## src/rtl/mileage_recorder.sv

```systemverilog
// Mileage accumulator: a prescaler turns clock cycles into distance units and a
// saturating binary counter feeds the eight-digit mileage display.
module mileage_recorder #(
    parameter int unsigned TICKS_PER_UNIT = 100_000_000,
    parameter int unsigned MAX_RECORD     = 99_999_999
) (
    input  logic        clk,
    input  logic        rst_n,
    input  logic        power_now,
    input  logic        moving,
    input  logic        clear,
    output logic [26:0] record,
    output logic        record_update,
    output logic        saturated
);

    localparam int unsigned PW = (TICKS_PER_UNIT > 1) ? $clog2(TICKS_PER_UNIT) : 1;
    localparam logic [PW-1:0] PS_LAST = PW'(TICKS_PER_UNIT - 1);
    localparam logic [26:0]   REC_MAX = 27'(MAX_RECORD);

    typedef enum logic [1:0] {
        ST_OFF  = 2'd0,
        ST_IDLE = 2'd1,
        ST_RUN  = 2'd2,
        ST_SAT  = 2'd3
    } state_t;

    state_t        state_q, state_d;
    logic [PW-1:0] presc_q, presc_d;
    logic [26:0]   record_q, record_d;
    logic          upd_q, upd_d;
    logic          sat_q, sat_d;

    logic          at_max;
    assign at_max = (record_q == REC_MAX);

    always_comb begin
        state_d  = state_q;
        presc_d  = presc_q;
        record_d = record_q;
        upd_d    = 1'b0;
        sat_d    = sat_q;

        // Datapath: power loss discards partial distance, clear beats a wrap.
        if (!power_now) begin
            presc_d = '0;
        end else if (clear) begin
            record_d = '0;
            presc_d  = '0;
            sat_d    = 1'b0;
            upd_d    = 1'b1;
        end else begin
            case (state_q)
                ST_RUN: begin
                    if (!at_max) begin
                        if (presc_q == PS_LAST) begin
                            presc_d  = '0;
                            record_d = record_q + 27'd1;
                            upd_d    = 1'b1;
                            sat_d    = (record_q + 27'd1 == REC_MAX);
                        end else begin
                            presc_d = presc_q + PW'(1);
                        end
                    end
                end
                ST_IDLE: presc_d = presc_q;
                default: presc_d = '0;
            endcase
        end

        if (!power_now)      state_d = ST_OFF;
        else if (clear)      state_d = ST_IDLE;
        else if (at_max)     state_d = ST_SAT;
        else if (moving)     state_d = ST_RUN;
        else                 state_d = ST_IDLE;
    end

    always_ff @(posedge clk or negedge rst_n) begin
        if (!rst_n) begin
            state_q  <= ST_OFF;
            presc_q  <= '0;
            record_q <= '0;
            upd_q    <= 1'b0;
            sat_q    <= 1'b0;
        end else begin
            state_q  <= state_d;
            presc_q  <= presc_d;
            record_q <= record_d;
            upd_q    <= upd_d;
            sat_q    <= sat_d;
        end
    end

    assign record        = record_q;
    assign record_update = upd_q;
    assign saturated     = sat_q;

endmodule

```

## config.mk

```make
export PLATFORM = sky130hd
export DESIGN_NAME = mileage_recorder
export DESIGN_NICKNAME = d
export VERILOG_FILES = /design/src/rtl/mileage_recorder.sv
export SDC_FILE = /design/constraint.sdc
export NUM_CORES = 1
export LEC_CHECK = 0
export CAP_MARGIN = 20
export CORE_MARGIN = 4
export CORE_UTILIZATION = 40
export DETAILED_ROUTE_END_ITERATION = 8
export HOLD_SLACK_MARGIN = 0.03
export PLACE_DENSITY_LB_ADDON = 0.3
export REMOVE_ABC_BUFFERS = 1
export SLEW_MARGIN = 20
export SYNTH_ARGS = -nofsm -noshare
export SYNTH_HDL_FRONTEND = slang
export SYNTH_SLANG_ARGS = --single-unit
export TNS_END_PERCENT = 5
```

## constraint.sdc

```tcl
create_clock -name clk -period 2.7 [get_ports clk]
set_input_delay 0.675 -clock clk [delete_from_list [all_inputs] [get_ports clk]]
set_output_delay 0.675 -clock clk [all_outputs]
set_load 0.005 [all_outputs]
```

[Word-level counts from Yosys, hierarchy flattened]
Cells that the tools add are included.
Storage, ports and cells
  bits in registers: 58
  logic and storage cells: 41
  input bits: 5
  output and inout port bits: 29
Operators by class
  multiplexer cells: 22
  add/subtract/negate cells: 2
  reductions and logical operators: 4
  equal/unequal tests: 8
Operators with widths (count)
  $mux W27: 8
  $eq A27 B27 Y1 const B: 3
  $add A27 B1 Y27 const B: 2
  $pmux W27 S2: 1
  $mux W1: 9
  $mux W2: 4
  $ne A4 B4 Y1 const B: 1
  $reduce_and A4 Y1: 1
  $reduce_bool A2 Y1: 2
  $ne A3 B3 Y1 const B: 1
  $eq A2 B1 Y1 const B: 1
  $eq A2 B2 Y1 const B: 1
  $ne A2 B2 Y1 const B: 1
  $reduce_and A2 Y1: 1

[Longest topological paths before layout]
  word-level depth: 6
  mapped depth: 10
  gate-level depth less buffers: 8

[Worst setup path before layout]
OpenSTA, ideal clock, no wires.
  path type: register to register
  from: register record_q[0], in the netlist record[0]
  to: register sat_q, in the netlist saturated
  cell stages (with the launch flop): 8
  buffers on the path: 0
  slack: 0.179 ns
  period minus slack after synthesis: 2.521 ns
  arrival: 2.426 ns
  library setup time: 0.095 ns
  cells stage by stage: dfrtp_1 > ha_1 > nand3_1 > nor4_2 > nand4_1 > a2111oi_0 > nand4_1 > o31ai_1
Between the ends
  longest elaborated chain between the ends: 6
  elaborated cells on any way between the ends: 9
RTL lines
  start: declaration: line 30  | logic [26:0] record_q, record_d;
  start signal: assignment: line 88  | record_q <= record_d;
  $add A27 B1 Y27: line 60  | sat_d = (record_q + 27'd1 == REC_MAX);
  $eq A27 B27 Y1: line 60
  $mux W1: line 56  | if (presc_q == PS_LAST) begin
  $mux W1: line 55  | if (!at_max) begin
  $mux W1: line 53  | case (state_q)
  $mux W1: line 47  | end else if (clear) begin
  end signal: assignment: line 90  | sat_q <= sat_d;
  end: declaration: line 32  | logic sat_q, sat_d;
Several ways; a longest one is shown, not always the timed one. The select of a mux whose other input is x is not followed.
A chain may end at the register's enable or synchronous reset.

[Final worst setup path]
  from: register presc_q[17]
  to: register record_q[20], in the netlist record[20]
Between the ends
  longest elaborated chain between the ends: 3
RTL lines
  start: declaration: line 29  | logic [PW-1:0] presc_q, presc_d;
  start signal: assignment: line 87  | presc_q <= presc_d;
  $eq A27 B27 Y1: line 56
  $reduce_bool A2 Y1 (no line)
  $reduce_and A4 Y1 (no line)
Every way passes these cells.

==> results_dict.tcl <==
set metrics [dict create \
    htreeDepth 3 \
    crit_family "simple AND/OR/NAND/NOR gates" \
    cp_data_arrival_time_ns 2.78 \
    finalCritPeriodShare_pct 93.5 \
    critPathLaunchType "flop" \
    yosys.area.top_type_share_pct 38.7 \
    avgSynthCellArea_um2 8.58 \
    cap_violations 0 \
    first_pass_iters 6 \
    synth_top_family_by_area "simple AND/OR/NAND/NOR gates" \
    synth-edff-count 0 \
    fp.dieArea_um2 11000 \
    fin_cells 602 \
    ys_ff_latch 58 \
    final-max-slew-violation-count 0 \
    synth_warnings 0 \
    async_flop_share_pct 100 \
    max-vdd-ir-drop_uv 242 \
    yosysTopAreaCell "dfrtp_1" \
    initial_core_util_pct 40.8 \
    wire_per_inst_um 16.4 \
    drt_wl_total_mm 9.87 \
    cts_hold_buf 0 \
    ys.flop_type "dfrtp_1" \
    hold_path_class "in2async" \
    finalNetCount 494 \
    synth.most_common_cell "dfrtp_1" \
    clk_pin_slew_worst_paths_ns 0.07 \
    grt_pass1_wl_mm 16.7 \
    drtIter0Drc 169 \
    crit_buf_inv 1 \
    cp.required_ns 2.95 \
    fmax_ghz 0.396 \
    p_per_area_nw_per_um2 412 \
    grt-ovfl-total 0 \
    vias 3562 \
    crit_path_top_delay_cell "or4b_1" \
    cts_tree "done" \
    hpwlAfterDp_mm 7.00 \
    yosysSeqAreaShare_pct 38.7 \
    grt_max_degree 59 \
    min_period_ns 2.53 \
    synth_area_leaders "dfrtp_1, o21ai_0, o31ai_1" \
    synthMuxAreaShare_pct 0.834 \
    core_area_um2 9200 \
    antenna_found_initial 0 \
    gp_congestion 0.873 \
    hold_viol_final 0 \
    cts_setup_buffers 0 \
    fp.dieW_um 105 \
    synth_compound_area_share_pct 23.8 \
    fin_ws_ns 0.175 \
    cts_sinks 58 \
    synth_cells 437 \
    fp.dieH_um 105 \
    numCtsBuffers 9 \
    multi_input_comb_area_um2 2090 \
    place.port_buffers 33 \
    maxSlewHeadroom_pct 62.5 \
    num_rows 35 \
    insertion_delay_ns 0.35 \
    synthToLayoutAreaGrowth_pct 21.9 \
    drive_gt1_share_pct 14.1 \
    crit_path_cell_trace "or4b_1, or4_4, a2111o_1, buf_4, o41ai_2" \
    drc 0 \
    place_inst 586 \
    final-setup-viol-count 0 \
    n_antenna_cell 0 \
    startpoint "presc_q[17]$_DFFE_PN0P_" \
    synth_xor_area_share_pct 1.87 \
    worstMarginPinSlew_ns 0.558 \
    root_buffer "clkbuf_8" \
    synthAdderAreaFrac_pct 1.00 \
    synth_commonest_cells "dfrtp_1, o21ai_0, nor2_1, nand2_1, o31ai_1" \
    end_kind "flop" \
    grt_usage_pct 18.6 \
    worst-path-max-fanout 23 \
    antenna_left 0 \
    cts-resized-gates 0 \
    yosys.cell_types.count 62 \
    synth-simple-area-share_pct 28.0 \
    cellLeakagePower_nw 1.80 \
    n_fill_cell 874 \
    r2r-start "presc_q[17]$_DFFE_PN0P_" \
    critPathKind "reg2reg" \
    regArea_um2 1450 \
    ios 34 \
    clockBufferDepth 2 \
    status "finished clean" \
    post_synth_instance_area_um2 3750 \
    cp_slowest_stage_delay_ns 0.53 \
    rsz0062_at_grt "no" \
    clock-skew-final_ns 0.0115 \
    place_ws_ns 0.147 \
    grt_pass1_vias 3387 \
    vias_per_cell 5.92 \
]
[through the flow]
stage | total power (W) | TNS, ns | util, % | cell area, µm² | hold WS, ns
after floorplan | 0.000935 | -3.19 | - | 3580 | 0.379
after global placement | 0.000998 | 0 | 47.3 | 4350 | 0.466
after detailed placement | 0.00100 | 0 | 47.3 | 4350 | 0.470
after CTS | 0.00191 | 0 | 49.6 | 4560 | 0.331
after global routing | 0.00196 | 0 | 49.7 | 4570 | 0.332
final | 0.00188 | 0 | 49.7 | 4570 | 0.317
[routing by layer]
metal | routed length [µm] | vias to the layer above | track usage [%]
li1 | - | 1743 | -
met1 | 4470 | 1717 | 25.0
met4 | 121 | 0 | 6.00
met3 | 480 | 13 | 4.57
met2 | 4800 | 89 | 29.3
met5 | 0 | - | 0
[sequential cells by signal, summed over array words and instances, names as in the netlist]
signal / cells
record: 27
state_q: 2
presc_q: 27
saturated: 1
record_update: 1
[where the power goes]
group,switching (W),internal (W)
sequential,0.0000119,0.000876
clock,0.000381,0.000517
combinational,0.0000567,0.0000387
total,0.000449,0.00143
[final cells by class]
class,count,area share [%]
sequential,58,31.8
clock inverter,7,2.05
inverter,13,1.07
multi-input combinational,336,45.7
timing repair buffer,68,13.7
tap,111,3.04
clock buffer,9,2.71
[placed cells by master (no fill, tap or decap), types with 5 or more instances in the layout]
master | netlist | routed
or4_1 | 6 | 6
xor2_1 | 6 | 6
o31ai_1 | 31 | 31
o21ai_0 | 50 | 50
nor3_1 | 9 | 9
nor2_1 | 36 | 36
clkdlybuf4s50_1 | 0 | 32
nand2b_1 | 8 | 8
nand4_1 | 17 | 17
nand3_1 | 21 | 20
and4_1 | 6 | 6
clkbuf_8 | 0 | 9
nor4_1 | 5 | 5
inv_1 | 13 | 13
and3_1 | 11 | 11
o21ai_1 | 5 | 5
buf_4 | 4 | 32
a21oi_1 | 14 | 14
dfrtp_1 | 58 | 58
nand2_1 | 35 | 35
nor2b_1 | 12 | 12
[cells by family after synthesis]
| logic type | after synthesis |
|---|---|
| AO/OA/AOI/OAI | 134 |
| XOR/XNOR | 8 |
| adder cells (fa/ha/maj) | 3 |
| buffers and inverters | 43 |
| flip-flops | 58 |
| multiplexers | 3 |
| AND/OR/NAND/NOR | 188 |
[worst paths after layout]
check / endpoint / slack (ns) / depth (start not counted)
setup / recovery: record[20]$_DFFE_PN0P_ / 0.17 / 5
hold / removal: record[20]$_DFFE_PN0P_ / 0.32 / 2
setup reg to reg: record[20]$_DFFE_PN0P_ / 0.17 / 5
hold reg to reg: saturated$_DFFE_PN0P_ / 0.48 / 2
max in group asynchronous: presc_q[3]$_DFFE_PN0P_ / 2.10 / 2
min in group clk: saturated$_DFFE_PN0P_ / 0.48 / 2
No activity file was read; power rests on OpenSTA's default activity.
